==> config.mk <==
export PLATFORM = sky130hd
export DESIGN_NAME = qdec_ctx_init
export DESIGN_NICKNAME = d
export VERILOG_FILES = /design/src/rtl/qdec_ctx_init.sv
export SDC_FILE = /design/constraint.sdc
export NUM_CORES = 1
export LEC_CHECK = 0
export CORE_UTILIZATION = 58
export CTS_BUF_LIST = sky130_fd_sc_hd__clkbuf_2
export CTS_CLUSTER_DIAMETER = 80
export CTS_CLUSTER_SIZE = 12
export DETAILED_ROUTE_END_ITERATION = 12
export GPL_TIMING_DRIVEN = 1
export HOLD_SLACK_MARGIN = 0.15
export PLACE_DENSITY = 0.83
export SKIP_CTS_REPAIR_TIMING = 1
export SLEW_MARGIN = 20
export SYNTH_ARGS = -nofsm -noshare
export SYNTH_HDL_FRONTEND = slang
export SYNTH_SLANG_ARGS = --single-unit
==> constraint.sdc <==
create_clock -name clk -period 9.6 [get_ports clk]
set_clock_uncertainty 0.2 [all_clocks]
set_input_delay 1.92 -clock clk [delete_from_list [all_inputs] [get_ports clk]]
set_output_delay 1.92 -clock clk [all_outputs]
set_load 0.01 [all_outputs]
==> src/rtl/qdec_ctx_init.sv <==
// qdec_ctx_init: CABAC context initialisation engine (initValue ROM -> context memory).
// Define QDEC_CTX_INIT_VERIFY_EN to add a read-back verification pass after each init run.
module qdec_ctx_init #(
  parameter int NUM_CTX = 186,
  parameter int CTX_AW  = 10,
  parameter int ROM_AW  = 10
) (
  input  logic              clk,
  input  logic              rst,
  input  logic              start,
  input  logic [6:0]        slice_qp,
  input  logic [1:0]        init_type,
  output logic              busy,
  output logic              done,
  output logic [ROM_AW-1:0] init_rom_addr,
  input  logic [7:0]        init_rom_data,
  output logic [CTX_AW-1:0] ctx_addr,
  output logic [7:0]        ctx_wdata,
  output logic              ctx_we,
  output logic              ctx_re,
  input  logic [7:0]        ctx_rdata,
  output logic              verify_err
);
  typedef enum logic [2:0] {IDLE, RUN, DRAIN, DONE, VERIFY} state_t;
  state_t state_q, state_d;
  logic [CTX_AW-1:0] idx_q, idx1_q, ctx_addr_q;
  logic [7:0] ctx_wdata_q, exp_state;
  logic [6:0] qp_q;
  logic [5:0] qpc;
  logic [1:0] type_q;
  logic dcnt_q, v1_q, ctx_we_q, last_idx, walking;

  function automatic logic [7:0] calc_state(input logic [7:0] iv, input logic [5:0] qc);
    logic signed [7:0] m, n;
    logic signed [13:0] p, s;
    logic [6:0] pre;
    m = $signed({4'b0, iv[7:4]}) * 8'sd5 - 8'sd45;
    n = $signed({1'b0, iv[3:0], 3'b0}) - 8'sd16;
    p = $signed({{6{m[7]}}, m}) * $signed({8'b0, qc});
    s = (p >>> 4) + $signed({{6{n[7]}}, n});
    pre = s < 14'sd1 ? 7'd1 : s > 14'sd126 ? 7'd126 : s[6:0];
    return pre > 7'd63 ? {1'b0, 6'(pre - 7'd64), 1'b1} : {1'b0, 6'(7'd63 - pre), 1'b0};
  endfunction

  assign last_idx  = idx_q == CTX_AW'(NUM_CTX - 1);
  assign walking   = state_q == RUN || state_q == VERIFY;
  assign qpc       = qp_q[6] ? 6'd0 : qp_q > 7'd51 ? 6'd51 : qp_q[5:0];
  assign exp_state = calc_state(init_rom_data, qpc);

  always_ff @(posedge clk) begin
    if (rst) state_q <= IDLE;
    else state_q <= state_d;
  end

`ifdef QDEC_CTX_INIT_VERIFY_EN
  logic vv_q, vpass_q, err_q;
  always_ff @(posedge clk) begin
    if (rst) begin
      vv_q    <= 1'b0;
      vpass_q <= 1'b0;
      err_q   <= 1'b0;
    end else begin
      vv_q <= state_q == VERIFY;
      if (state_q == IDLE && start) begin
        vpass_q <= 1'b0;
        err_q   <= 1'b0;
      end else begin
        if (state_q == DONE) vpass_q <= 1'b1;
        if (vv_q && ctx_rdata != exp_state) err_q <= 1'b1;
      end
    end
  end
`else
  logic unused_rdata;
  assign unused_rdata = ^ctx_rdata;
`endif

  always_comb begin
    state_d = state_q;
    case (state_q)
      IDLE:   state_d = start ? RUN : IDLE;
      RUN:    state_d = last_idx ? DRAIN : RUN;
      DRAIN:  state_d = dcnt_q ? DONE : DRAIN;
`ifdef QDEC_CTX_INIT_VERIFY_EN
      DONE:   state_d = vpass_q ? IDLE : VERIFY;
      VERIFY: state_d = last_idx ? DRAIN : VERIFY;
`else
      DONE:   state_d = IDLE;
`endif
      default: state_d = IDLE;
    endcase
  end

  always_comb begin
    busy          = state_q != IDLE;
    done          = state_q == DONE;
    init_rom_addr = walking ? ROM_AW'(type_q) * ROM_AW'(NUM_CTX) + ROM_AW'(idx_q) : '0;
`ifdef QDEC_CTX_INIT_VERIFY_EN
    ctx_re        = state_q == VERIFY;
    verify_err    = err_q;
`else
    ctx_re        = 1'b0;
    verify_err    = 1'b0;
`endif
    ctx_addr      = ctx_re ? idx_q : ctx_addr_q;
    ctx_we        = ctx_we_q;
    ctx_wdata     = ctx_wdata_q;
  end

  // ROM data for idx_q arrives one cycle later, so the index rides along in idx1_q
  always_ff @(posedge clk) begin
    if (rst) begin
      idx_q       <= '0;
      idx1_q      <= '0;
      dcnt_q      <= 1'b0;
      qp_q        <= '0;
      type_q      <= '0;
      v1_q        <= 1'b0;
      ctx_we_q    <= 1'b0;
      ctx_addr_q  <= '0;
      ctx_wdata_q <= '0;
    end else begin
      if (state_q == IDLE && start) begin
        qp_q   <= slice_qp;
        type_q <= init_type == 2'd3 ? 2'd2 : init_type;
      end
      idx_q    <= walking && !last_idx ? idx_q + 1'b1 : '0;
      dcnt_q   <= state_q == DRAIN && !dcnt_q;
      v1_q     <= state_q == RUN;
      idx1_q   <= idx_q;
      ctx_we_q <= v1_q;
      if (v1_q) begin
        ctx_addr_q  <= idx1_q;
        ctx_wdata_q <= exp_state;
      end
    end
  end
endmodule

; Word level (Yosys, flattened, before mapping)
; Index checks and enable logic that the tools add are counted.
[totals]
register_bits = 53
in_bits = 28
out_inout_bits = 33
wordCells = 51
[op_classes]
add_sub_neg = 7
multipliers = 3
order_cmp = 4
n_eq_ne = 6
muxes = 11
n_bitwise = 1
reduce_logical = 9
[ops]
columns = cell, n
row1 = two-way mux 7 bit, 3
row2 = > comparator 7 x 6 -> 1 bit (second input constant), 2
row3 = multiplier 8 x 7 -> 14 bit, 1
row4 = two-way mux 6 bit, 2
row5 = adder 10 x 8 -> 11 bit, 1
row6 = > comparator 11 x 8 -> 1 bit (second input constant), 1
row7 = < comparator 11 x 2 -> 1 bit (second input constant), 1
row8 = adder 10 x 1 -> 10 bit (second input constant), 1
row9 = adder 10 bit, 1
row10 = equality test 10 x 8 -> 1 bit (second input constant), 1
row11 = two-way mux 10 bit, 1
row12 = multiplier 2 x 7 -> 9 bit (second input constant), 1
row13 = subtractor 7 x 5 -> 8 bit (second input constant), 1
row14 = subtractor 7 x 6 -> 8 bit (second input constant), 1
row15 = multiplier 4 x 3 -> 7 bit (second input constant), 1
row16 = equality test 3 x 2 -> 1 bit (second input constant), 2
row17 = one-hot mux 2 bit (3 select lines), 1
row18 = subtractor 6 x 1 -> 6 bit (second input constant), 1
row19 = subtractor 6 bit (first input constant), 1
row20 = two-way mux 2 bit, 2
row21 = equality test 3 x 1 -> 1 bit (second input constant), 1
row22 = equality test 3 bit (second input constant), 1
row23 = logical AND 1 bit, 3
row24 = logical NOT 3 bit, 1
row25 = other kinds (7), 9

; Logic depth before layout (Yosys ltp)
[depth]
depth_word = 10
depth_mapped = 28
ltp_nobuf = 28

; Least setup slack after synthesis
; Ideal clock, no wire load.
[synth_path]
path_kind = input to register
start = in init_rom_data[5]
end = reg ctx_wdata_q[1] (netlist: ctx_wdata[1])
setup_ps = 60
t_arrival_ps = 8136
slack_ps = 1204
path_stages = 27
path_cell_list = ha_1 -> ha_1 -> ha_1 -> a31oi_1 -> xor2_1 -> nor2_1 -> fa_1 -> inv_1 -> fa_1 -> inv_1 -> fa_1 -> fa_1 -> ha_1 -> buf_2 -> nand2_1 -> nand2b_1 -> a21o_1 -> o2111ai_1 -> a311o_1 -> xnor2_1 -> ha_1 -> nor3b_1 -> a221o_1 -> a211oi_1 -> o21ai_1 -> a211oi_2 -> a41o_1
[synth_via]
elab_chain_len = 9
[synth_rtl]
columns = item, line_no
row1 = from (decl), 16  ; input logic [7:0] init_rom_data,
row2 = multiplier 4 x 3 -> 7 bit (*), 37  ; m = $signed({4'b0, iv[7:4]}) * 8'sd5 - 8'sd45;
row3 = subtractor 7 x 6 -> 8 bit (*), 37
row4 = multiplier 8 x 7 -> 14 bit (*), 39  ; p = $signed({{6{m[7]}}, m}) * $signed({8'b0, qc});
row5 = adder 10 x 8 -> 11 bit (*), 40  ; s = (p >>> 4) + $signed({{6{n[7]}}, n});
row6 = > comparator 11 x 8 -> 1 bit, 41  ; pre = s < 14'sd1 ? 7'd1 : s > 14'sd126 ? 7'd126 : s[6:0];
row7 = two-way mux 7 bit, 41
row8 = two-way mux 7 bit (*), 41
row9 = "subtractor 6 bit, or another cell as far along", 42  ; return pre > 7'd63 ? {1'b0, 6'(pre - 7'd64), 1'b1} : {1'b0, 6'(7'd63 - pre), 1'b0};
row10 = two-way mux 7 bit (*), 42
row11 = to (signal assigned), 134  ; ctx_wdata_q <= exp_state;
row12 = to (decl), 27  ; logic [7:0] ctx_wdata_q, exp_state;
; Mark *: on every way between the ends. The rest lies on a longest branch, timed or not.
; A chain may end at the register's enable or synchronous reset.

; Final worst setup path
; Same ends and word-level chain as after synthesis.

==> flow_metrics.py <==
metrics = {
    "status": {
        "outcome": "finished clean",
    },
    "sta": {
        "tightestPinTransition_ns": 0.9113,
        "final.period_utilization_pct": 95.74,
        "timing.slew.headroom_pct": 39.16,
        "fin_crit_ns": 9.191,
        "final.hold.worst_slack_ns": 0.2448,
        "highest_achievable_clock_rate_mhz": 108.8,
        "grt_setup_unrepaired": "no",
        "final-setup-viol-count": 0,
        "drv_slew": 0,
        "final-hold-violation-count": 0,
    },
    "synthesis": {
        "synth-edff-count": 0,
        "synth_fa_ha_area_share_pct": 30.36,
        "synth_top_family_by_area": "adder cells",
        "netlist_area_before_placement_mm2": 0.004682,
        "post_synthesis_cell_count": 542,
        "synth-seq-cells": 51,
        "yosysWarningCount": 0,
        "syn_area_per_cell_um2": 8.638,
        "synth_sequential_area_ratio_pct": 21.81,
        "synth_compound_area_share_pct": 11.41,
        "post_synth_xor_area_fraction_pct": 7.670,
        "async_reset_ff_share_pct": 0,
        "muxShareOfSynthArea_pct": 2.138,
        "share_of_synthesized_cell_area_in_and_or_nand_and_nor_gates_pct": 19.78,
        "synth.lib_cells_used.distinct": 55,
        "synthFlopType": "sky130_fd_sc_hd__dfxtp_1",
    },
    "floorplanning": {
        "fp.dieArea_mm2": 0.008436,
        "die_width_um": 91.85,
        "core_mm2": 0.007767,
        "initial_standard_cell_utilization_of_the_core_pct": 60.28,
        "die_h_um": 91.85,
        "num_io_pins": 61,
        "placementRows": 32,
    },
    "grt": {
        "grt.overflow.total": 0,
        "antenna_found_initial": 0,
        "grt_util_all_layers_pct": 22.29,
        "grt_start_max_net_pins": 43,
        "grt_first_pass_wirelength_um": 15530,
        "grt_pass1_vias": 3665,
    },
    "critical_path": {
        "cp-start-kind": "input pin",
        "worstPathMaxFanout": 6,
        "critical-path-max-stage-delay_ns": 0.53,
        "timing.critical_path.required_ns": 9.78,
        "worst_setup_path_startpoint": "init_rom_data[5]",
        "worst-setup-path-type": "in -> reg",
        "critical_path.reg2reg.startpoint": "qp_q[2]",
        "cp_common_cell": "sky130_fd_sc_hd__ha_1",
        "cpMaxStageDelayCell": "sky130_fd_sc_hd__fa_1",
        "timing.rr.end": "ctx_wdata[1]",
        "setup.reg_to_reg.worst_slack_ns": 2.95,
        "worst-path-buf-inv": 3,
        "critPathCaptureType": "register",
        "worst_ep_arrival_time_ns": 9.37,
        "worstRegToRegCells": 24,
        "critical_path.top_delay_family": "adder cells",
    },
    "worst_hold_path": {
        "worstHoldStart": "dcnt_q",
        "worstHoldPathCells": 1,
        "hold_class": "reg -> reg",
        "hold-path-endpoint": "dcnt_q",
    },
    "clock_network": {
        "tritoncts": "done",
        "ctsHtreeMaxLevel": 2,
        "cts-root-buf": "sky130_fd_sc_hd__clkbuf_2",
        "ctsLongestPathBuffers": 2,
        "clock_pin_slew_on_the_worst_setup_and_hold_paths_ns": 0.23,
        "clkLatencyLatePin_ns": 0.42,
        "cts-buffers-inserted": 5,
        "clock_sink_count": 51,
    },
    "cells_and_area": {
        "fin_util_pct": 68.72,
        "mostFrequentLayoutCells": "78 x sky130_fd_sc_hd__nor2_1, 66 x sky130_fd_sc_hd__inv_1, 56 x sky130_fd_sc_hd__ha_1",
        "antennaDiodeCount": 0,
        "drive_above_1_share_pct": 4.882,
        "multi_input_area_mm2": 0.003352,
        "finish.instance_area_mm2": 0.005338,
        "area_overhead_of_the_layout_relative_to_synthesis_pct": 14.00,
        "mostFrequentLayoutCell": "sky130_fd_sc_hd__nor2_1",
        "design.final.nets": 714,
        "layout_filler_cell_count": 625,
        "seqCellArea_mm2": 0.001021,
    },
    "power_and_ir_drop": {
        "power-per-cell-area_mw_per_mm2": 124.3,
        "cellLeakagePower_nw": 2.526,
        "vdd_drop_max_mv": 0.05585,
    },
    "job": {
        "max_cap_viol_count": 0,
    },
    "route": {
        "drt_drc": 0,
        "avgRoutedWirePerCell_um": 12.65,
        "antenna_left": 0,
        "routed_wl_um": 8804,
        "vias": 3703,
        "via_per_inst": 5.320,
        "detail_route.iter0.violations": 122,
        "drt_first_pass_iters": 4,
    },
    "placed_design": {
        "finalWeightedCongestion": 0.9095,
        "dp_hpwl_um": 7388,
        "placement.cell_area_mm2": 0.005299,
        "total_of_buffers_placed_on_input_and_output_ports": 49,
    },
}
-- synthesized netlist by cell type, types with 2 or more instances --
master | instances | area share [%]
sky130_fd_sc_hd__nor2_1 | 78 | 6.3
sky130_fd_sc_hd__inv_1 | 66 | 5.3
sky130_fd_sc_hd__ha_1 | 56 | 15
sky130_fd_sc_hd__dfxtp_1 | 51 | 22
sky130_fd_sc_hd__fa_1 | 36 | 15
sky130_fd_sc_hd__nand2_1 | 36 | 2.9
sky130_fd_sc_hd__a21oi_1 | 27 | 2.9
sky130_fd_sc_hd__xnor2_1 | 25 | 4.7
sky130_fd_sc_hd__xor2_1 | 16 | 3.0
sky130_fd_sc_hd__and2_1 | 13 | 1.7
sky130_fd_sc_hd__nor2b_1 | 13 | 1.7
sky130_fd_sc_hd__mux2i_1 | 10 | 2.1
sky130_fd_sc_hd__nand2b_1 | 10 | 1.3
sky130_fd_sc_hd__clkbuf_1 | 9 | 0.72
sky130_fd_sc_hd__nand3_1 | 8 | 0.86
sky130_fd_sc_hd__nor3_1 | 8 | 0.86
sky130_fd_sc_hd__a211oi_1 | 7 | 1.1
sky130_fd_sc_hd__a21o_1 | 7 | 1.1
sky130_fd_sc_hd__nor3b_1 | 5 | 0.80
sky130_fd_sc_hd__and3_1 | 4 | 0.53
sky130_fd_sc_hd__buf_4 | 4 | 0.64
sky130_fd_sc_hd__or2_2 | 4 | 0.53
sky130_fd_sc_hd__a31oi_1 | 3 | 0.40
sky130_fd_sc_hd__and3_2 | 3 | 0.48
sky130_fd_sc_hd__o211a_1 | 3 | 0.64
sky130_fd_sc_hd__o21ai_1 | 3 | 0.32
sky130_fd_sc_hd__o21bai_1 | 3 | 0.48
sky130_fd_sc_hd__or2_1 | 3 | 0.40
sky130_fd_sc_hd__or3_1 | 3 | 0.40
sky130_fd_sc_hd__a211o_1 | 2 | 0.37
sky130_fd_sc_hd__a211oi_2 | 2 | 0.53
-- power breakdown --
group / total [mW] / switching [mW] / internal [mW] / leakage, nW
clock: 0.0797 / 0.0629 / 0.0167 / 0.0288
combinational: 0.359 / 0.196 / 0.163 / 2.08
sequential: 0.225 / 0.00679 / 0.218 / 0.414
-- layer usage --
metal	vias to the layer above	wire [um]	track usage, %
met5	-	0	0
li1	1875	-	-
met3	15	337	2.902
met4	0	147	6.250
met1	1723	4069	28.66
met2	90	4249	39.12
-- layout make-up --
cell class,instances,area share [%]
Multi-Input combinational cell,413,62.80
Sequential cell,51,19.13
Timing Repair Buffer,57,10.31
Inverter,66,4.641
Tap cell,102,2.391
Clock buffer,5,0.4688
Clock inverter,2,0.2579
-- through the flow --
step                 TNS, ns  worst slack (ns)  std cells  power, mW
CTS                        0            0.4374        696     0.6674
detailed placement  -0.01291          -0.01178        689     0.5869
finish                     0            0.4085        696     0.6635
floorplan                  0             1.204        544     0.5014
global route               0           0.07484        696     0.7214
global placement           0            0.1549        689     0.5699
-- worst max path at each step --
| stage | endpoint | depth (start not counted) |
|---|---|---|
| after global routing | ctx_wdata[1] | 28 |
| after global placement | ctx_wdata[1] | 26 |
| after floorplan | ctx_wdata[1] | 27 |
| final | ctx_wdata[1] | 26 |
| after detailed placement | ctx_wdata[1] | 26 |
| after CTS | ctx_wdata[1] | 26 |
-- cell families (layout without fill, tap and decap cells) --
family / count (synthesis) / after routing
buffers and inverters: 80 / 130
AND/OR/NAND/NOR: 193 / 193
AO/OA/AOI/OAI: 74 / 74
XOR/XNOR: 41 / 41
adder cells (fa/ha/maj): 92 / 92
other: 1 / 3
multiplexers: 10 / 10
flip-flops: 51 / 51
-- state kept, by name (all words and copies together), names as in the netlist --
signal,cells
type_q,2
idx_q,10
ctx_addr,10
ctx_wdata,7
v1_q,1
idx1_q,10
state_q,2
qp_q,7
dcnt_q,1
ctx_we,1
No activity file was read; power rests on OpenSTA's default activity.
==> variant 1, RTL diff (same settings) <==
Register the output `ctx_wdata`, without a reset; this adds one clock of latency there. The other outputs are not delayed to match.
--- a/src/rtl/qdec_ctx_init.sv
+++ b/src/rtl/qdec_ctx_init.sv
@@ -22,6 +22,8 @@
   output logic              verify_err
 );
   typedef enum logic [2:0] {IDLE, RUN, DRAIN, DONE, VERIFY} state_t;
+
+  logic [7:0] ctx_wdata_d;
   state_t state_q, state_d;
   logic [CTX_AW-1:0] idx_q, idx1_q, ctx_addr_q;
   logic [7:0] ctx_wdata_q, exp_state;
@@ -104,7 +106,7 @@
 `endif
     ctx_addr      = ctx_re ? idx_q : ctx_addr_q;
     ctx_we        = ctx_we_q;
-    ctx_wdata     = ctx_wdata_q;
+    ctx_wdata_d   = ctx_wdata_q;
   end
 
   // ROM data for idx_q arrives one cycle later, so the index rides along in idx1_q
@@ -135,5 +137,9 @@
       end
     end
   end
+  always_ff @(posedge clk) begin
+    ctx_wdata <= ctx_wdata_d;
+  end
+
 endmodule
 
Formal check against the unedited RTL: not equivalent (a bounded check fails within 4 cycles, from zero or initial values and one cycle with rst high).
==> variant 1 against the unedited design <==
Cell area increased by 2.8%. Count of clock-buffer cells in the layout increased by 5. Non-clock buffer count decreased by 2. Sequential cell count increased by 7. Core utilization increased by 1.6 points. Via count increased by 1.4%. Critical path depth decreased by 1. Synthesized cell count decreased by 0.37%. Worst setup slack improved by 100 ps. Total power increased by 20%. Clock power increased by 120%. Wire length increased by 4.3%. Area after synthesis increased by 1.4%. Critical path type unchanged. Critical endpoint is now ctx_wdata_d[6]. Largest cell class unchanged. Largest power group unchanged.
==> variant 1: results (changes against the unedited design) <==
stage,metric,value,unit,change
status,outcome,"complete, no violations",,unchanged
layout,final_layout_size_suffix_gt1_share,5.33,%,was 4.88%
place,port_buffers,49,,unchanged
place,place_ws,52.1,ps,was -11.8 ps
sta,tightest_slew,843,ps,was 911 ps
setup_path,slowest_delay,510,ps,was 530 ps
drt,wl_met1,4080,µm,was 4070 µm
synth,ys_top_cells_by_area,"dfxtp_1 (24%), fa_1 (15%), ha_1 (15%)",,"was dfxtp_1 (22%), fa_1 (15%), ha_1 (15%)"
place,detailed_place.area,5360,µm²,was 5300 µm²
synth,synth.area.mux_share,2.32,%,was 2.14%
clock_network,cts-root-buf,clkbuf_2,,unchanged
grt,met3_usage,5.42,%,was 2.90%
drt,via_per_inst,5.35,,was 5.32
grt,grt_use_met1,27.5,%,was 28.7%
grt,antenna_found_initial,0,,unchanged
place,dp.cells,686,,was 689
power,ir_drop,90.1,µV,was 55.8 µV
place,hpwl,7470,µm,was 7390 µm
synth,synth_top_family_by_area,adder cells,,unchanged
grt,grt_pass1_wl,15400,µm,was 15500 µm
synth,synthAdderAreaFrac,29.9,%,was 30.4%
setup_path,crit_fanout,6,,unchanged
clock_network,htreeDepth,3,,was 2
drt,wire_per_inst,13.1,µm,was 12.6 µm
clock_network,cts.clk_slew.worst_paths,170,ps,was 230 ps
grt,grt_start_max_net_pins,43,,unchanged
power,power_leakage,2.54,nW,was 2.53 nW
synth,yosysWarnings,0,,unchanged
grt,grt_usage,22.6,%,was 22.3%
drt,routed-wl-met2,4510,µm,was 4250 µm
synth,synth_xor_area_share,7.75,%,was 7.67%
layout,n_antenna_cell,0,,unchanged
synth,synth_top_flop_cell,dfxtp_1,,unchanged
worst_hold_path,holdCritPathClass,flop to flop,,unchanged
drt,dr_wl_met3,444,µm,was 337 µm
grt,grt_use_met2,39.3,%,was 39.1%
layout,finalNetCount,715,,was 714
grt,grt_pass1_vias,3592,,was 3665
drt,route.top_layer_used,met4,,unchanged
clock_network,cts_buffers,9,,was 5
clock_network,clk_latency,470,ps,was 420 ps
synth,synth_commonest_cells,"nor2_1 (79), inv_1 (65), dfxtp_1 (58)",,"was nor2_1 (78), inv_1 (66), ha_1 (56)"
synth,synth.avg_cell_area,8.79,µm²,was 8.64 µm²
synth,seq_area_frac_synth,24.5,%,was 21.8%
drt,drtIter0Drc,121,,was 122
synth,synth_cell_type_count,51,,was 55
synth,synth-compound-area-share,10.6,%,was 11.4%
drt,dr.pass1.iters,5,,was 4
clock_network,cts_buffer_depth,2,,unchanged
synth,synth-async-reset-ratio,0,%,unchanged
drt,finalWirelength,9190,µm,was 8800 µm
setup_path,crit_arrival,9240,ps,was 9370 ps
setup_path,cpLargestDelayFamily,adder cells,,unchanged
place,gp_congestion,0.865,,was 0.910
setup_path,crit_slowest_cell,fa_1,,unchanged
[variant 1: cell types whose count changed after synthesis, sizes merged, moves of 3 or more]
cell,unedited run,this run
or4,0,3
a211oi,9,5
dfxtp,51,58
nand2b,10,6
xnor2,25,28
a311oi,0,4
[variant 1: area by class of cell]
class	count	area, µm²
Clock inverter	6	81.3
Inverter	65	244
Multi-Input combinational cell	406	3290
Sequential cell	58	1160
Timing Repair Buffer	55	536
Clock buffer	10	50.0
Tap cell	102	128
Fill cell	604	2320
[variant 1: worst paths after layout]
kind	from	to	slack, ps	cells past startpoint
setup / recovery	init_rom_data[5]	ctx_wdata_d[6]	510	25
hold / removal	ctx_wdata_d[1]	ctx_wdata[1]	160	0
setup reg to reg	qp_q[6]	ctx_wdata_d[6]	2760	22
hold reg to reg	ctx_wdata_d[1]	ctx_wdata[1]	160	0
[variant 1: report_power, final]
part           switching [mW]  leakage (nW)  internal (mW)
clock network          0.0882        0.0810         0.0858
logic                   0.191          1.99          0.170
registers             0.00804         0.471          0.250
total                   0.287          2.54          0.506
==> variant 2, RTL diff (same flow settings) <==
Made on the original files. Add a define of `QDEC_CTX_INIT_VERIFY_EN`.
--- a/src/rtl/qdec_ctx_init.sv
+++ b/src/rtl/qdec_ctx_init.sv
@@ -1,5 +1,7 @@
 // qdec_ctx_init: CABAC context initialisation engine (initValue ROM -> context memory).
 // Define QDEC_CTX_INIT_VERIFY_EN to add a read-back verification pass after each init run.
+`define QDEC_CTX_INIT_VERIFY_EN
+
 module qdec_ctx_init #(
   parameter int NUM_CTX = 186,
   parameter int CTX_AW  = 10,
Behaviour: no difference found for any inputs over 10 cycles, from zero or initial values and one cycle with rst high; that may be too few to reach the edited logic, so the function may still have changed.
==> variant 2 against the unedited design <==
Core utilization rose by 1.1 points. Critical path type unchanged. Sequential cell count rose by 4. Cell area rose by 14%. Area after synthesis rose by 11%. Worst setup slack improved by 39 ps. Total power rose by 21%. Combinational power rose by 29%. Wire length rose by 29%.
==> variant 2: results (changes against the unedited design) <==
stage,metric,value,unit,change
status,outcome,"complete, no violations",,unchanged
layout,finalNetCount,802,,was 714
synth,synth.area.mux_share,4.90,%,was 2.14%
drt,wl_met1,4880,µm,was 4070 µm
grt,grt_pass1_wl,18300,µm,was 15500 µm
power,ir_drop,96.4,µV,was 55.8 µV
grt,met3_usage,2.19,%,was 2.90%
clock_network,cts_buffers,5,,unchanged
layout,final_layout_size_suffix_gt1_share,8.20,%,was 4.88%
synth,synthAdderAreaFrac,27.4,%,was 30.4%
grt,grt_usage,25.1,%,was 22.3%
power,p_sw_share,41.7,%,was 40.1%
setup_path,crit_arrival,9380,ps,was 9370 ps
power,power_leakage,2.85,nW,was 2.53 nW
synth,synth_xor_area_share,7.76,%,was 7.67%
place,dp.cells,783,,was 689
setup_path,rr_endpoint,verify_err,,was ctx_wdata[1]
place,detailed_place.area,6010,µm²,was 5300 µm²
place,port_buffers,59,,was 49
clock_network,cts.clk_slew.worst_paths,290,ps,was 230 ps
setup_path,crit_fanout,4,,was 6
drt,vias,4334,,was 3703
synth,seq_area_frac_synth,21.2,%,was 21.8%
grt,grt_use_met1,31.1,%,was 28.7%
setup_path,r2r-start,qp_q[6],,was qp_q[2]
sta,slew_headroom,31.6,%,was 39.2%
grt,grt_use_met2,46.5,%,was 39.1%
grt,grt_start_max_net_pins,46,,was 43
synth,synthCells,611,,was 542
drt,dr_wl_met3,418,µm,was 337 µm
synth,synth_cell_type_count,63,,was 55
drt,drtIter0Drc,170,,was 122
setup_path,rrSetupSlack,2370,ps,was 2950 ps
setup_path,r2r_cells,26,,was 24
drt,finalWirelength,11300,µm,was 8800 µm
drt,routed-wl-met2,5830,µm,was 4250 µm
synth,synth_top_flop_cell,dfxtp_1,,unchanged
synth,synth-compound-area-share,11.9,%,was 11.4%
synth,synth_commonest_cells,"nor2_1 (90), inv_1 (81), ha_1 (56)",,"was nor2_1 (78), inv_1 (66), ha_1 (56)"
clock_network,clk_latency,460,ps,was 420 ps
place,hpwl,9380,µm,was 7390 µm
synth,ys_top_cells_by_area,"dfxtp_1 (21%), fa_1 (14%), ha_1 (14%)",,"was dfxtp_1 (22%), fa_1 (15%), ha_1 (15%)"
place,gp_congestion,0.891,,was 0.910
==> variant 2: changes by cell type in the layout (fill, tap and decap cells not counted), moves of 6 or more <==
cell             change
and3_1               +6
buf_4               +13
clkdlybuf4s50_1     +10
inv_1               +15
mux2_2              +11
nor2_1              +12
==> variant 2: cell type report <==
class                           count  area [µm²]
Fill cell                         731        2620
Clock buffer                        5        25.0
Timing Repair Buffer               80         748
Sequential cell                    55        1100
Inverter                           81         304
Tap cell                          108         135
Multi-Input combinational cell    459        3720
Clock inverter                      3        21.3
==> variant 2: worst min path at each step <==
stage	from	slack [ps]	depth (start not counted)	endpoint
2_1_floorplan	dcnt_q	200	1	dcnt_q
3_3_place_gp	dcnt_q	210	1	dcnt_q
3_5_place_dp	dcnt_q	220	1	dcnt_q
4_1_cts	dcnt_q	250	1	dcnt_q
5_1_grt	dcnt_q	270	1	dcnt_q
6_report	dcnt_q	250	1	dcnt_q
==> variant 2: through the flow <==
stage | util, % | TNS, ps | worst slack [ps] | hold slack, ps
6_report | 69.8 | 0 | 447 | 246
5_1_grt | 69.8 | 0 | 67.7 | 270
4_1_cts | 69.8 | 0 | 425 | 246
3_5_place_dp | 69.3 | -183 | -153 | 217
3_3_place_gp | 69.3 | 0 | 148 | 206
2_1_floorplan | - | 0 | 645 | 199
==> variant 2: power by group through the flow <==
stage / logic [mW] / clock network, mW / registers, mW
after CTS: 0.464 / 0.0980 / 0.244
after global routing: 0.516 / 0.106 / 0.245
after detailed placement: 0.462 / 0 / 0.247
final: 0.462 / 0.0963 / 0.243
after floorplan: 0.338 / 0 / 0.245
after global placement: 0.448 / 0 / 0.247
==> variant 2: critical path: cells and delay by family <==
family	cells	cell delay, ps
fa+ha+maj	9	3430
buf+inv	5	670
compound gates	7	1620
xor+xnor	1	190
mux	1	280
simple gates	8	1250
